<file path="config.mk">
export PLATFORM = sky130hd
export DESIGN_NAME = reg4_share_ctrl
export DESIGN_NICKNAME = d
export VERILOG_FILES = /design/src/rtl/reg4_share_ctrl_pkg.sv /design/src/rtl/reg4_share_ctrl_shared_reg.sv /design/src/rtl/reg4_share_ctrl.sv
export SDC_FILE = /design/constraint.sdc
export NUM_CORES = 1
export LEC_CHECK = 0
export ABC_AREA = 1
export CORE_MARGIN = 4
export CORE_UTILIZATION = 39
export CTS_BUF_LIST = sky130_fd_sc_hd__clkbuf_4 sky130_fd_sc_hd__clkbuf_8
export DETAILED_ROUTE_END_ITERATION = 10
export PLACE_DENSITY = 0.77
export SLEW_MARGIN = 15
export SYNTH_ARGS = -nofsm -noshare
export SYNTH_HDL_FRONTEND = slang
export SYNTH_SLANG_ARGS = --single-unit
</file>
<file path="constraint.sdc">
create_clock -name clk -period 1.04 [get_ports clk]
set_input_delay 0.208 -clock clk [delete_from_list [all_inputs] [get_ports clk]]
set_output_delay 0.208 -clock clk [all_outputs]
set_load 0.05 [all_outputs]
</file>
<file path="src/rtl/reg4_share_ctrl_pkg.sv">
// Shared types and defaults for the round-robin shared-register controller.
// Latency: n/a (types and constants only).
// Backpressure: n/a.
package reg4_share_ctrl_pkg;

    // Controller states; the unused encoding 2'd3 is treated as illegal and recovers to IDLE.
    typedef enum logic [1:0] {
        IDLE = 2'd0,
        LOAD = 2'd1,
        ACK  = 2'd2
    } state_t;

    localparam int DEFAULT_WIDTH = 4;
    localparam int DEFAULT_NREQ  = 2;

endpackage

</file>
<file path="src/rtl/reg4_share_ctrl_shared_reg.sv">
// WIDTH-bit D register with synchronous load enable; sole owner of the shared value.
// Latency: d appears on q one clk after ld_en is sampled high.
// Backpressure: none; loads whenever ld_en is high.
module reg4_share_ctrl_shared_reg #(
    parameter int WIDTH = 4
) (
    input  logic             clk,
    input  logic             reset,
    input  logic             ld_en,
    input  logic [WIDTH-1:0] d,
    output logic [WIDTH-1:0] q
);

    // Storage flops: clear on reset, capture d only when loading.
    always_ff @(posedge clk or posedge reset) begin
        if (reset) begin
            q <= '0;
        end else if (ld_en) begin
            q <= d;
        end
    end

endmodule

</file>
<file path="src/rtl/reg4_share_ctrl.sv">
// Round-robin arbiter sharing one register between NREQ writers plus an all-ones preset.
// Latency: request seen in IDLE at E0, q updated at E1, ack/set_ack high E1..E2 (3 cycles/write).
// Backpressure: req/set_req are level-held until acked; requests arriving while busy wait for IDLE.
module reg4_share_ctrl
    import reg4_share_ctrl_pkg::*;
#(
    parameter int NREQ  = DEFAULT_NREQ,
    parameter int WIDTH = DEFAULT_WIDTH,
    parameter int IDXW  = (NREQ > 1) ? $clog2(NREQ) : 1
) (
    input  logic                  clk,
    input  logic                  reset,
    input  logic [NREQ-1:0]       req,
    input  logic [NREQ*WIDTH-1:0] wr_data,
    input  logic                  set_req,
    output logic [NREQ-1:0]       ack,
    output logic                  set_ack,
    output logic                  busy,
    output logic [IDXW-1:0]       gnt_id,
    output logic [WIDTH-1:0]      q
);

    state_t            state;
    state_t            state_nxt;
    logic [IDXW-1:0]   gnt_nxt;
    logic [IDXW-1:0]   rr_ptr;
    logic [IDXW-1:0]   rr_nxt;
    logic              set_pending;
    logic              set_pending_nxt;
    logic              win_vld;
    logic [IDXW-1:0]   win_idx;
    logic [IDXW-1:0]   cand;
    logic              ld_en;
    logic [WIDTH-1:0]  ld_dat;

    // Round-robin search: first active requester at or after rr_ptr, wrapping NREQ-1 -> 0.
    always_comb begin
        win_vld = 1'b0;
        win_idx = '0;
        cand    = '0;
        for (int i = 0; i < NREQ; i++) begin
            if (int'(rr_ptr) + i >= NREQ) begin
                cand = IDXW'(int'(rr_ptr) + i - NREQ);
            end else begin
                cand = IDXW'(int'(rr_ptr) + i);
            end
            if (!win_vld && req[cand]) begin
                win_vld = 1'b1;
                win_idx = cand;
            end
        end
    end

    // Next-state logic: preset beats writes in IDLE; pointer advances only after a write's ACK.
    always_comb begin
        state_nxt       = state;
        gnt_nxt         = gnt_id;
        rr_nxt          = rr_ptr;
        set_pending_nxt = set_pending;
        case (state)
            IDLE: begin
                if (set_req) begin
                    set_pending_nxt = 1'b1;
                    state_nxt       = LOAD;
                end else if (win_vld) begin
                    gnt_nxt         = win_idx;
                    set_pending_nxt = 1'b0;
                    state_nxt       = LOAD;
                end
            end
            LOAD: begin
                state_nxt = ACK;
            end
            ACK: begin
                state_nxt = IDLE;
                if (!set_pending) begin
                    rr_nxt = (gnt_id == IDXW'(NREQ - 1)) ? '0 : gnt_id + IDXW'(1);
                end
            end
            default: begin
                state_nxt = IDLE;
            end
        endcase
    end

    // Control registers; reset abandons any in-flight write without an ack.
    always_ff @(posedge clk or posedge reset) begin
        if (reset) begin
            state       <= IDLE;
            gnt_id      <= '0;
            rr_ptr      <= '0;
            set_pending <= 1'b0;
        end else begin
            state       <= state_nxt;
            gnt_id      <= gnt_nxt;
            rr_ptr      <= rr_nxt;
            set_pending <= set_pending_nxt;
        end
    end

    // Load data: all ones for a preset, otherwise the granted requester's slice.
    always_comb begin
        ld_en  = (state == LOAD);
        ld_dat = '1;
        if (!set_pending) begin
            ld_dat = '0;
            for (int i = 0; i < NREQ; i++) begin
                if (gnt_id == IDXW'(i)) begin
                    ld_dat = wr_data[i*WIDTH +: WIDTH];
                end
            end
        end
    end

    // Handshake outputs decoded purely from registered state.
    always_comb begin
        busy    = (state == LOAD) || (state == ACK);
        set_ack = (state == ACK) && set_pending;
        ack     = '0;
        if ((state == ACK) && !set_pending) begin
            for (int i = 0; i < NREQ; i++) begin
                if (gnt_id == IDXW'(i)) begin
                    ack[i] = 1'b1;
                end
            end
        end
    end

    reg4_share_ctrl_shared_reg #(
        .WIDTH (WIDTH)
    ) u_shared_reg (
        .clk   (clk),
        .reset (reset),
        .ld_en (ld_en),
        .d     (ld_dat),
        .q     (q)
    );

endmodule

</file>
# Word level (Yosys, flattened, before mapping)
# Cells that the tools add are included.
[word_totals]
ff_bits = 9
output_inout_bits = 9
elab_cells = 50
[classes]
addsub = 4
n_lt_le_gt_ge = 4
n_eq_ne = 3
muxes = 21
n_bitwise = 2
reduce_logical = 11
[op_table]
columns = ["cell", "n"]
rows = [
  ["1-bit 2-to-1 mux", 15],
  ["4-bit 2-to-1 mux", 2],
  ["2-bit 2-to-1 mux", 3],
  ["1-bit by 2-bit < comparator with 1-bit output, second input constant", 2],
  ["2-bit case mux with 2 select lines", 1],
  ["2-bit AND reduction", 2],
  ["1-bit logical AND", 3],
  ["3-bit inequality test, second input constant", 1],
  ["3-bit AND reduction", 1],
  ["1-bit by 1-bit adder with 2-bit output, second input constant", 1],
  ["2-bit by 1-bit == test with 1-bit output, second input constant", 1],
  ["2-bit == test, second input constant", 1],
  ["1-bit by 2-bit greater-or-equal comparator with 1-bit output, second input constant", 1],
  ["2-bit greater-or-equal comparator, second input constant", 1],
  ["1-bit zero test", 2],
  ["2-bit zero test", 1],
  ["1-bit inverter", 2],
  ["2-bit nonzero test", 1],
  ["1-bit subtractor, second input constant", 2],
  ["1-bit adder, second input constant", 1],
  ["1-bit logical OR", 1],
]

# Depth between registers and ports, before layout
# Gate-level depths: netlist of run 1.
[depth]
word_depth = 11
ltp_mapped = 7

# Cells and area by module
# From an unflattened synthesis of run 1, not the netlist that was laid out.
[unflattened]
cells_unflattened = 72
area_unflattened_um2 = 515.5
[modules_own_cells]
columns = ["module", "instances", "cells_each", "area_each_um2", "seq_area_each_um2"]
rows = [
  ["reg4_share_ctrl", 1, 54, 362.8, 125.1],
  ["reg4_share_ctrl_shared_reg", 1, 18, 152.6, 100.1],
]

# Worst setup path after synthesis of run 1
# No wires, ideal clock.
[synth_path]
kind = "register -> register"
startpoint = "register gnt_id"
endpoint = "register rr_ptr"
t_arrival_ns = 1.598
required_ns = 0.871
slack_ns = -0.727
path_stages_with_launch = 4
cell_sequence = "dfrtp_1 -> inv_2 -> nor2_1 -> a21oi_1"
[synth_between]
elab_chain_cells = 2
[synth_lines]
columns = ["item", "line_no", "text"]
rows = [
  ["start: declaration", "reg4_share_ctrl.sv:19", "output logic [IDXW-1:0] gnt_id,"],
  ["start signal: assignment", "reg4_share_ctrl.sv:95", "gnt_id <= gnt_nxt;"],
  ["1-bit adder", "reg4_share_ctrl.sv:77", "rr_nxt = (gnt_id == IDXW'(NREQ - 1)) ? '0 : gnt_id + IDXW'(1);"],
  ["1-bit 2-to-1 mux *", "reg4_share_ctrl.sv:77", ""],
  ["end signal: assignment", "reg4_share_ctrl.sv:96", "rr_ptr <= rr_nxt;"],
  ["end: declaration", "reg4_share_ctrl.sv:26", "logic [IDXW-1:0] rr_ptr;"],
]
# Every way passes the cells marked *; elsewhere a longest branch is shown, timed or not.
# A chain may end at the register's enable or synchronous reset.

# Worst setup path in the final report of run 1
[layout_path]
startpoint = "register state[0]"
endpoint = "output ack[1]"
[layout_between]
elab_chain_cells = 3
[layout_lines]
columns = ["item", "line_no", "text"]
rows = [
  ["start: declaration", "reg4_share_ctrl.sv:23", "state_t state;"],
  ["start signal: assignment", "reg4_share_ctrl.sv:94", "state <= state_nxt;"],
  ["2-bit == test", "reg4_share_ctrl.sv:120", "if ((state == ACK) && !set_pending) begin"],
  ["1-bit logical AND", "reg4_share_ctrl.sv:120", ""],
  ["2-bit 2-to-1 mux", "reg4_share_ctrl.sv:120", ""],
  ["end: declaration", "reg4_share_ctrl.sv:16", "output logic [NREQ-1:0] ack,"],
]
# No other way between the ends.

==> results.sh, run 1 <==
export IMPL_htreeDepth=1
export IMPL_grt_usage_pct=18.8
export IMPL_powerDensity_nw_per_um2=3250
export IMPL_use_met1_pct=19.7
export IMPL_cts_reportedPaths_clkPinSlew_ns=0.07
export IMPL_cts_tree="yes"
export IMPL_failed_checks="setup timing"
export IMPL_antenna_cells=0
export IMPL_clock_sinks=9
export IMPL_synth_compound_area_share_pct=2.82
export IMPL_worstReg2RegStart="state[0]"
export IMPL_start_util_pct=41.0
export IMPL_ys_top_cells_by_area="dfrtp_1 42%, nand2_1 20%, ha_1 12%"
export IMPL_synth_top_family_by_area="simple AND/OR/NAND/NOR gates"
export IMPL_worstPathRequired_ns=0.83
export IMPL_path_class="flop to output port"
export IMPL_grt_pass1_vias=617
export IMPL_grt_start_max_net_pins=10
export IMPL_ys_types=10
export IMPL_ys_warn_count=0
export IMPL_nFillCells=64
export IMPL_wl_per_cell_um=13.3
export IMPL_tns_ns=-3.33
export IMPL_power_leakage_nw=0.527
export IMPL_layout_drive_gt1_share_pct=43.6
export IMPL_die_w_um=45.0
export IMPL_rsz0062_at_grt="true"
export IMPL_vdd_ir_drop_max_uv=2510
export IMPL_cp_max_fo=3
export IMPL_synth_xor_area_share_pct=0
export IMPL_finClkSkew_ns=0.00798
export IMPL_crit_start="state[0]"
export IMPL_viasPerCell=4.76
export IMPL_use_met2_pct=34.2
export IMPL_vias=628
export IMPL_synth_area_um2=533
export IMPL_cts_root_buf="clkbuf_4"
export IMPL_synth_seq_cells=9
export IMPL_min_path_type="primary input to asynchronous set/reset pin"
export IMPL_final_antenna_net_count=0
export IMPL_num_io_pins=22
export IMPL_syn_area_per_cell_um2=7.11
export IMPL_route_detailed_drc=0
export IMPL_grt_overflow=0
export IMPL_use_met3_pct=2.79
export IMPL_swShare_pct=45.3
export IMPL_yosys_area_share_simple_pct=35.2
export IMPL_layout_cells_non_filler=132
export IMPL_postLayoutSetupSlackWorst_ns=-0.440
export IMPL_internal_power_mw=1.97
export IMPL_min_period_over_period_pct=142
export IMPL_sequentialPowerShare_pct=19.2
export IMPL_area_growth_pct=108
export IMPL_rows=13
export IMPL_grt_pass1_wl_mm=2.68
export IMPL_nets=136
export IMPL_dp_cells=117
export IMPL_max_freq_ghz=0.676
export IMPL_place_area_um2=942
export IMPL_first_iter_violations=16
export IMPL_setup_viol=18
export IMPL_hpwl_mm=1.18
export IMPL_io_buffers=21
export IMPL_combPwrFrac_pct=72.0
export IMPL_synth_top_area_cell="dfrtp_1"
export IMPL_totalWireLength_mm=1.76
export IMPL_yosysSeqAreaShare_pct=42.3
export IMPL_syn_inst=75
export IMPL_design_area_um2=1110
export IMPL_yosys_area_top_type_share_pct=42.3
export IMPL_relSlewSlack_pct=75.8
export IMPL_cts_hold_buffers=0
export IMPL_yosys_area_share_adder_pct=11.7
export IMPL_gp_congestion=0.729
export IMPL_core_um2=1300
export IMPL_post_route_util_pct=85.0
export IMPL_syn_num_nets=93
export IMPL_clockPowerShare_pct=8.8
export IMPL_cts_max_path_buffers=2
export IMPL_cap_viol_max_count=0
export IMPL_total_power_mw=3.60
export IMPL_p_switching_mw=1.63
export IMPL_synthMuxAreaShare_pct=0
export IMPL_r2r_setup_slack_ns=-0.29
export IMPL_dr_pass1_iters=4
export IMPL_finalCriticalPeriod_ns=1.48
export IMPL_die_y_um=45.0
export IMPL_clk_latency_ns=0.27
export IMPL_antenna_found_initial=0
export IMPL_top_usage_layer="met2"
export IMPL_tightestPinTransition_ns=0.362
export IMPL_critPathCaptureType="output port"
export IMPL_hold_viol=0
export IMPL_slew_viol_final=0
export IMPL_numCtsBuffers=3
export IMPL_crit_arrival_ns=1.27
export IMPL_startpoint_type="flop"
export IMPL_status="finished, violations left"
export IMPL_die_area_um2=2020
## cell type report
| type | count | area (µm²) | share of cell area [%] |
|---|---|---|---|
| Inverter | 10 | 41.3 | 3.73 |
| Sequential cell | 9 | 228 | 20.6 |
| Tap cell | 15 | 18.8 | 1.70 |
| Timing Repair Buffer | 39 | 443 | 40.0 |
| Clock buffer | 4 | 30.0 | 2.71 |
| Multi-Input combinational cell | 55 | 345 | 31.2 |
## power groups by stage
stage          registers, mW  clock network [mW]  logic, mW
5_1_grt                0.719               0.340       2.74
4_1_cts                0.680               0.315       2.47
3_3_place_gp           0.686                   0       2.06
6_report               0.690               0.317       2.59
3_5_place_dp           0.691                   0       2.11
2_1_floorplan          0.907                   0      0.882
## critical path: stages, from the launching register on
cell and delay (ns):
dfrtp_1 0.40, inv_2 0.10, ha_4 0.16, nand2_4 0.07
nor2_4 0.12, buf_12 0.14
## path summary, 6_finish.rpt
kind | cells after the start | endpoint
max | 5 | ack[1]
min | 2 | state[0]
max reg2reg | 8 | gnt_id
min reg2reg | 2 | rr_ptr
max in group asynchronous | 2 | gnt_id
min in group clk | 2 | rr_ptr
## routing by layer
layer / wire length (µm) / up-vias
li1: - / 309
met1: 621 / 284
met2: 969 / 27
met3: 92 / 8
met4: 73 / 0
met5: 0 / -
## metrics by stage
| stage | setup slack [ns] | hold slack, ns |
|---|---|---|
| 3_5_place_dp | -0.204 | 0.511 |
| 5_1_grt | -0.496 | 0.234 |
| 4_1_cts | -0.402 | 0.223 |
| 3_3_place_gp | -0.136 | 0.497 |
| 2_1_floorplan | -0.154 | 0.0359 |
| 6_report | -0.440 | 0.204 |
## cells by family after synthesis
kind of cell | after synthesis
AOI/OAI and AO/OA | 3
and+or+nand+nor | 47
buffers and inverters | 11
adders and majority gates | 5
DFF | 9
## cell usage after synthesis
cell type and number:
a21oi_1 3, inv_1 9, nor2_4 1, buf_2 1, inv_2 1, nand2_1 28
ha_1 5, nand3_1 3, dfrtp_1 9, nor2_1 15
## what timing repair did
action / CTS / global route
setup buffers: 9 / 3
cloned: 0 / 0
gates resized for setup: 9 / 5
endpoints found under the setup margin: 18 / 18
pin swaps: 5 / 3
## placed cells by master (no fill, tap or decap), drive strengths merged
master and instances:
a21oi 3, buf 27, clkbuf 4, clkdlybuf4s50 12, clkinvlp 1, dfrtp 9
ha 5, inv 9, nand2 28, nand3 3, nor2 16
## registers in the layout, summed over array words and instances (netlist names)
name and cells:
state 2, u_shared_reg.q 4, set_pending 1, rr_ptr 1, gnt_id 1
(Power assumes the default switching activity.)
==> run 2, diff against run 1 <==
- CELL_PAD_IN_SITES_DETAIL_PLACEMENT: unset -> 1
- CELL_PAD_IN_SITES_GLOBAL_PLACEMENT: unset -> 2
- CORE_ASPECT_RATIO: unset -> 1.5
- CORE_UTILIZATION: 39 -> 20
- PLACE_DENSITY: 0.77 -> 0.8
==> results.sh, run 2 (synthesis gave the netlist of run 1 again) <==
export IMPL_status="finished, violations left"
export IMPL_failed_checks="setup timing"
export IMPL_nFillCells=303
export IMPL_core_um2=2500
export IMPL_min_period_over_period_pct=142
export IMPL_r2r_setup_slack_ns=-0.36
export IMPL_grt_usage_pct=11.8
export IMPL_use_met1_pct=11.6
export IMPL_cp_top_family="flip-flops"
export IMPL_num_io_pins=22
export IMPL_final_antenna_net_count=0
export IMPL_path_class="flop to output port"
export IMPL_io_buffers=21
export IMPL_nets=136
export IMPL_start_util_pct=21.3
export IMPL_gp_congestion=0.705
export IMPL_power_leakage_nw=0.538
export IMPL_antenna_cells=0
export IMPL_finClkSkew_ns=0.00550
export IMPL_worstPathRequired_ns=0.83
export IMPL_top_usage_layer="met2"
export IMPL_cts_root_buf="clkbuf_4"
export IMPL_cap_viol_max_count=0
export IMPL_viasPerCell=4.11
export IMPL_die_w_um=50.2
export IMPL_min_path_type="primary input to asynchronous set/reset pin"
export IMPL_cts_max_path_buffers=2
export IMPL_relSlewSlack_pct=73.9
export IMPL_cts_reportedPaths_clkPinSlew_ns=0.07
export IMPL_top_register="u_shared_reg.q"
export IMPL_route_detailed_drc=0
export IMPL_max_stage_delay_ns=0.39
export IMPL_worst_path_max_delay_cell="dfrtp_1"
export IMPL_finalCriticalPeriod_ns=1.48
export IMPL_clk_latency_ns=0.28
export IMPL_startpoint_type="flop"
export IMPL_slew_viol_final=0
export IMPL_cts_tree="yes"
export IMPL_layout_drive_gt1_share_pct=46.2
export IMPL_use_met3_pct=2.91
export IMPL_largest_reg_flops=4
export IMPL_critPathCaptureType="output port"
export IMPL_path_buf_inv=2
export IMPL_total_power_mw=3.63
export IMPL_grt_pass1_vias=688
export IMPL_crit_arrival_ns=1.27
export IMPL_antenna_found_initial=0
export IMPL_tightestPinTransition_ns=0.392
export IMPL_totalWireLength_mm=1.98
export IMPL_vdd_ir_drop_max_uv=1950
export IMPL_numCtsBuffers=3
export IMPL_grt_start_max_net_pins=10
export IMPL_hold_viol=0
export IMPL_rows=22
export IMPL_max_freq_ghz=0.677
export IMPL_die_y_um=71.2
export IMPL_die_area_um2=3570
export IMPL_htreeDepth=1
export IMPL_layout_common_cells="21 x nand2_1, 12 x clkdlybuf4s50_1, 12 x buf_4"
export IMPL_postLayoutSetupSlackWorst_ns=-0.438
export IMPL_area_growth_pct=118
export IMPL_grt_pass1_wl_mm=3.15
export IMPL_powerDensity_nw_per_um2=3120
export IMPL_rsz0062_at_grt="true"
export IMPL_setup_viol=18
export IMPL_post_route_util_pct=46.5
export IMPL_first_iter_violations=7
export IMPL_path_cells="inv_2 -> ha_4 -> nand2_4 -> nor2_4 -> buf_12"
export IMPL_cts_hold_buffers=0
export IMPL_use_met2_pct=21.9
export IMPL_wl_per_cell_um=13.0
export IMPL_vias=629
export IMPL_top_regs="u_shared_reg.q x4, state x2"
export IMPL_clock_sinks=9
export IMPL_dr_pass1_iters=2
export IMPL_cp_max_fo=3
export IMPL_final_common_cell="nand2_1"
export IMPL_hpwl_mm=1.32
export IMPL_grt_overflow=0
==> run 2: power breakdown <==
| group | leakage (nW) | internal (mW) | switching (mW) |
|---|---|---|---|
| clock network | 0.0184 | 0.175 | 0.145 |
| registers | 0.0989 | 0.509 | 0.181 |
| logic | 0.421 | 1.29 | 1.33 |
| total | 0.538 | 1.97 | 1.66 |
==> run 2: final cells by class <==
type | instances | area [µm²] | share of cell area [%]
Timing Repair Buffer | 39 | 458 | 39.4
Multi-Input combinational cell | 55 | 363 | 31.2
Sequential cell | 9 | 226 | 19.5
Tap cell | 36 | 45.0 | 3.87
Inverter | 10 | 41.3 | 3.55
Clock buffer | 4 | 30.0 | 2.58
==> run 2: worst paths after layout <==
kind                          start     endpoint  cells after the start
setup / recovery           state[0]       ack[1]                      5
hold / removal                reset  set_pending                      2
setup reg to reg           state[1]       rr_ptr                      8
hold reg to reg              rr_ptr       rr_ptr                      2
max in group asynchronous     reset       gnt_id                      2
min in group clk             req[1]       gnt_id                      3
==> run 2: timing repair <==
action | CTS | global route
resized for setup | 14 | 10
pin swaps | 9 | 6
endpoints found under the setup margin | 18 | 18
setup buffers | 12 | 6
==> run 2: metrics by stage <==
stage	instance area, µm²	setup slack (ns)	setup TNS, ns	hold slack [ns]	cells
3_3_place_gp	953	-0.220	-2.02	0.508	136
4_1_cts	1110	-0.406	-3.36	0.228	149
6_report	1160	-0.438	-3.57	0.210	153
2_1_floorplan	576	-0.154	-1.23	0.0359	75
5_1_grt	1160	-0.486	-4.52	0.233	153
3_5_place_dp	953	-0.283	-2.38	0.516	136
==> run 2: per-layer routing <==
| layer | vias to the layer above | part of all wire [%] | wire, µm |
|---|---|---|---|
| li1 | 306 | - | - |
| met1 | 302 | 34 | 673 |
| met4 | 0 | 1.8 | 35 |
| met3 | 5 | 5.6 | 111 |
| met5 | - | 0 | 0 |
| met2 | 16 | 59 | 1160 |
==> run 2: worst register-to-register path, cell delays in order (launching register included) <==
cell,delay (ns)
dfrtp_1,0.44
ha_4,0.20
nand2_4,0.09
nor2_4,0.05
buf_4,0.13
buf_6,0.11
buf_6,0.10
buf_6,0.11
a21oi_4,0.10
